<file path="config.mk">
export PLATFORM = sky130hd
export DESIGN_NAME = la_aopipe
export DESIGN_NICKNAME = d
export VERILOG_FILES = /design/src/rtl/la_aopipe.sv
export SDC_FILE = /design/constraint.sdc
export NUM_CORES = 1
export LEC_CHECK = 0
export ABC_CLOCK_PERIOD_IN_PS = 1200
export BUFFER_PORTS_ARGS = -buffer_cell sky130_fd_sc_hd__buf_4
export CORE_ASPECT_RATIO = 1.4
export CORE_MARGIN = 3
export CORE_UTILIZATION = 39
export CTS_BUF_LIST = sky130_fd_sc_hd__clkbuf_4 sky130_fd_sc_hd__clkbuf_8 sky130_fd_sc_hd__clkbuf_16
export DETAILED_ROUTE_END_ITERATION = 10
export PLACE_DENSITY = 0.73
export SLEW_MARGIN = 15
export SYNTH_ARGS = -nofsm -noshare
export SYNTH_HDL_FRONTEND = slang
export SYNTH_SLANG_ARGS = --single-unit
export TNS_END_PERCENT = 50
</file>
<file path="constraint.sdc">
create_clock -name clk -period 1.2 [get_ports clk]
set_clock_uncertainty 0.15 [all_clocks]
set_input_delay 0.12 -clock clk [delete_from_list [all_inputs] [get_ports clk]]
set_output_delay 0.12 -clock clk [all_outputs]
set_load 0.005 [all_outputs]
</file>
<file path="src/rtl/la_aopipe.sv">
// la_aopipe: DW-bit N-input AND OR'd with b, carried through a STAGES-deep valid/ready pipeline.
// Define LA_AOPIPE_CNT_EN to add the saturating beat_cnt output-transfer counter.
module la_aopipe #(
    parameter     PROP   = "DEFAULT",
    parameter int DW     = 8,
    parameter int N      = 2,
    parameter int STAGES = 2
) (
    input  logic            clk,
    input  logic            nreset,
    input  logic            in_valid,
    output logic            in_ready,
    input  logic [N*DW-1:0] a,
    input  logic [DW-1:0]   b,
    output logic            out_valid,
    input  logic            out_ready,
    output logic [DW-1:0]   z
`ifdef LA_AOPIPE_CNT_EN
    ,
    output logic [15:0]     beat_cnt
`endif
);

    logic [DW-1:0]     w_and;
    logic [DW-1:0]     w_f;
    logic [STAGES-1:0] r_v;
    logic [DW-1:0]     r_d [STAGES];
    logic [STAGES-1:0] w_ld;
    logic [STAGES-1:0] w_src_v;
    logic [DW-1:0]     w_src_d [STAGES];

    always_comb begin
        w_and = '1;
        for (int i = 0; i < N; i++) begin
            w_and = w_and & a[i*DW +: DW];
        end
        w_f = w_and | b;
    end

    // A stage can load whenever any stage at or below it has a hole, or the output drains.
    genvar k;
    for (k = 0; k < STAGES; k++) begin : g_ld
        assign w_ld[k] = out_ready | ~(&r_v[STAGES-1:k]);
    end

    always_comb begin
        w_src_v[0] = in_valid;
        w_src_d[0] = w_f;
        for (int s = 1; s < STAGES; s++) begin
            w_src_v[s] = r_v[s-1];
            w_src_d[s] = r_d[s-1];
        end
    end

    // Data only moves with a valid beat, so z stays put while bubbles pass.
    always_ff @(posedge clk or negedge nreset) begin
        if (!nreset) begin
            r_v <= '0;
            for (int s = 0; s < STAGES; s++) begin
                r_d[s] <= '0;
            end
        end else begin
            for (int s = 0; s < STAGES; s++) begin
                if (w_ld[s]) begin
                    r_v[s] <= w_src_v[s];
                    if (w_src_v[s]) begin
                        r_d[s] <= w_src_d[s];
                    end
                end
            end
        end
    end

    assign in_ready  = w_ld[0];
    assign out_valid = r_v[STAGES-1];
    assign z         = r_d[STAGES-1];

`ifdef LA_AOPIPE_CNT_EN
    logic [15:0] r_beat_cnt;

    always_ff @(posedge clk or negedge nreset) begin
        if (!nreset) begin
            r_beat_cnt <= '0;
        end else if (out_valid && out_ready && (r_beat_cnt != 16'hFFFF)) begin
            r_beat_cnt <= r_beat_cnt + 16'd1;
        end
    end

    assign beat_cnt = r_beat_cnt;
`endif

endmodule
</file>
-- Word-level counts from Yosys, hierarchy flattened
Index checks and enable logic that the tools add are counted.
- bitwise logic cells: 6
- reductions and logical operators: 3
- operators with widths (cell ; count):
    $and A8 B8 Y8 ; 1
    $or A8 B8 Y8 ; 1
    $reduce_and A2 Y1 ; 3
    $not A1 Y1 ; 2
    $or A1 B1 Y1 ; 2
- flip-flop bits (word level): 18
- input bits: 28
- output and inout bits: 10
- logic and storage cells: 13

-- Depth between registers and ports, before layout
- depth in word-level cells: 4
- gate-level depth with buffers: 4
- gate-level depth less buffers: 3

-- Worst setup path before layout
OpenSTA, ideal clock, no wires.
- kind: flip-flop to flip-flop
- from: register r_v[1]
- to: register r_d, in the netlist z[0]
- library setup time: 0.125 ns
- data arrival time: 0.925 ns
- required time: 0.925 ns
- setup slack: 0.000 ns
- cell stages (with the launch flop): 4
- path buffers: 0
- period minus slack after synthesis: 1.200 ns
- path through: dfrtp_1 -> nand2b_1 -> nand2_2 -> mux2_2
- cells in the longest elaborated chain, start to end: 3
- ends and longest elaborated chain (element ; line ; source):
    from (decl) ; 26 ; logic [STAGES-1:0] r_v;
    from (signal, indexed assignment) ; 65 ; r_v[s] <= w_src_v[s];
    $not A1 Y1 ; 43 ; assign w_ld[k] = out_ready | ~(&r_v[STAGES-1:k]);
    $or A1 B1 Y1 ; 43 ;
    $reduce_and A2 Y1 (no source line) ; -- ;
    to (signal, indexed assignment) ; 67 ; r_d[s] <= w_src_d[s];
    to (decl) ; 27 ; logic [DW-1:0] r_d [STAGES];
Every way passes these cells.
A chain may end at the register's enable or synchronous reset.

-- Worst setup path after layout
- from: register r_v[0]
- to: register r_d[11] (netlist name)
- cells in the longest elaborated chain, start to end: 4
- ends and longest elaborated chain (element ; line):
    $reduce_and A2 Y1 ; 43
    $not A1 Y1 ; 43
    $or A1 B1 Y1 ; 43
    $reduce_and A2 Y1 (no source line) ; --
Every way passes these cells.

==> reports/summary.txt <==
clock transition at the registers of the reported paths: 100 ps
CTS tree: done
largest net degree at the start of global routing: 19
relative slew slack: 0.842
Startpoint Class: register
worst setup path class: register to register
Critical Path Max Stage Delay: 410 ps
worst r2r src: r_v[0]
worst path cell trace: nand3b_1 > buf_6 > buf_4 > a21oi_2 > a21oi_1
YS warnings: 0
Hold Fails Final Rpt: 0
Critical-path top delay cell: dfrtp_1
buffers and inverters on the worst path: 2
Hold Startpoint: out_ready
Leak Pwr: 0.599 nW
reg2reg setup slack: -160 ps
CORE AREA: 1820 um2
Seq cells post-synth: 18
CTS max path bufs: 2
grt total ovfl: 0
worst setup margin: -165 ps
layout cells sized above 1: 0.480
fin. max-slew vios: 0
Num CTS Buffers: 3
Max VDD drop: 0.000839 V
Mapped Cells: 67
Die Ht: 58.7 um
Worst Path Max Fanout: 9
worst-skew pair later-pin latency: 290 ps
Synth Area in Compound Gates: 0.155
H-tree depth: 1
die area: 2560 um2
first-pass GRT wire length: 3890 um
ratio of final minimum period to clock period: 1.14
sw frac: 0.260
number of vias per cell: 5.01
Cell Count, Final, Fillers Out: 147
Yosys cell types: 10
Synth Area in Adders: 0
pwr dens: 1180 nW/um2
IO Count: 38
Initial Util: 0.425
ant diodes: 0
synthesis-to-finish area growth: 75.6%
DRC Markers: 0
Worst Setup SP: r_v[0]
Avg Cell Area, Syn: 11.6 um2
hpwl dp: 1210 um
CP endpoint kind: register
failing checks: setup timing
Reg2Reg Depth: 5
xor-xnor portion of the synthesized cell area: 0
Cell Area, Synth: 774 um2
unrepaired setup endpoints after global routing: yes
run status: finished with violations
worst setup path endpoint: r_d[11]
port bufs: 37
HP Class: input pin to register
per-cell routed wire length: 17.0 um
nets@finish: 156
worst slew pin tran: 237 ps
Post-Route Utilization: 0.746
endpoints failing setup: 18
delay-heaviest family, CP: flip-flops
DR vias: 737
GRT Util Overall: 0.208
Worst EP required: 1250 ps
register area share after synthesis: 0.582
Comb pwr share: 0.289
cell internal pwr: 0.00119 W
Simple-Gate Fraction of Synth Area: 0.0501
most frequent cells in the layout: buf_4 (39), dlygate4sd3_1 (25), a21oi_1 (18), dfrtp_1 (18), mux2_2 (8)
chip width: 43.7 um
vias in the first global route: 836
Routed Antenna Nets: 0
largest family of logic cells by synthesized area: compound AO/OA/AOI/OAI gates
worst slack at placement: -83.8 ps
Root Buffer: clkbuf_4
Placed Cells: 117
Seq pwr share: 0.480
max_cap viols: 0
worst hold margin: 5.44 ps
row count: 18
fmax: 733 MHz
critical path arrival: 1410 ps
Placer Congestion: 0.723
Reg-to-Reg End: r_d[11]
Initial DRC Count: 16
most common cell after layout, fill and taps aside: buf_4
Syn Nets: 95
number of cells on the critical path: 5
Clock power frac: 0.231
Net Sw Power: 0.000419 W
min cycle time layout: 1360 ps
mux cell area share after synthesis: 0.116
DRT Pass-1 Iters: 4
Sink Count: 18
antenna violations before repair: 0
final wirelength: 2500 um
==> how the worst min path moves through the flow <==
stage               depth (start not counted)  slack [ps]  endpoint
global placement                            1        -150   r_d[12]
finish                                      3           5    r_v[1]
global route                                3          30    r_v[1]
detailed placement                          1        -150   r_d[12]
floorplan                                   0        -330   r_d[10]
CTS                                         3           5    r_d[9]
==> cells by family after synthesis <==
family,Yosys count
AO/OA/AOI/OAI,24
flip-flops,18
AND/OR/NAND/NOR,6
buffers and inverters,11
multiplexers,8
==> cells in the mapped netlist (all sizes together) <==
master | instances | area (um2)
a21oi | 24 | 120
dfrtp | 18 | 450
nand2 | 1 | 6.26
mux2 | 8 | 90.1
nand3b | 1 | 7.51
clkbuf | 1 | 5.00
nand2b | 3 | 18.8
buf | 10 | 70.1
and2 | 1 | 6.26
==> flip-flops by register name, indices dropped and copies added (netlist names) <==
name	flops
r_d	8
z	8
r_v	2
==> worst reg2reg max path: stages, from the launching register on <==
cell	delay (ps)
dfrtp_1	410
nand3b_1	140
buf_6	120
buf_4	190
a21oi_2	80
a21oi_1	190
==> metrics by stage <==
| step | setup TNS (ps) | power (W) | instance area, um2 |
|---|---|---|---|
| 6_report | -1750 | 0.00161 | 1360 |
| 4_1_cts | -1220 | 0.00157 | 1340 |
| 5_1_grt | -3140 | 0.00170 | 1360 |
| 2_1_floorplan | 0 | 0.000993 | 774 |
| 3_3_place_gp | -291 | 0.00112 | 1030 |
| 3_5_place_dp | -644 | 0.00114 | 1030 |
==> what timing repair did <==
action / CTS / global route
pin swaps: 1 / 4
hold buffers: 25 / 0
buffers inserted: 1 / 0
hold endpoints to repair: 27 / 0
resized for setup: 3 / 6
setup endpoints to repair: 10 / 18
==> per-layer routing <==
layer | share of wire | GRT usage | wire (um) | vias up
met4 | 0.026 | 0.0862 | 66 | 0
met5 | 0 | 0 | 0 | -
li1 | - | - | - | 346
met2 | 0.51 | 0.371 | 1280 | 36
met3 | 0.075 | 0.0489 | 188 | 10
met1 | 0.39 | 0.232 | 974 | 345
==> power groups by stage <==
stage | Combinational, W | Clock, W | Sequential [W]
floorplan | 0.000232 | 0 | 0.000760
CTS | 0.000434 | 0.000371 | 0.000765
finish | 0.000465 | 0.000372 | 0.000773
global route | 0.000499 | 0.000411 | 0.000787
global placement | 0.000348 | 0 | 0.000774
detailed placement | 0.000358 | 0 | 0.000777
==> final cells by class <==
cell class / instances / area [um2]
multi-input combinational: 38 / 272
clock buffer: 4 / 36.3
sequential: 18 / 450
tap: 20 / 25.0
fill: 110 / 464
timing repair buffer: 67 / 577
Power figures use the tool's default switching activity.
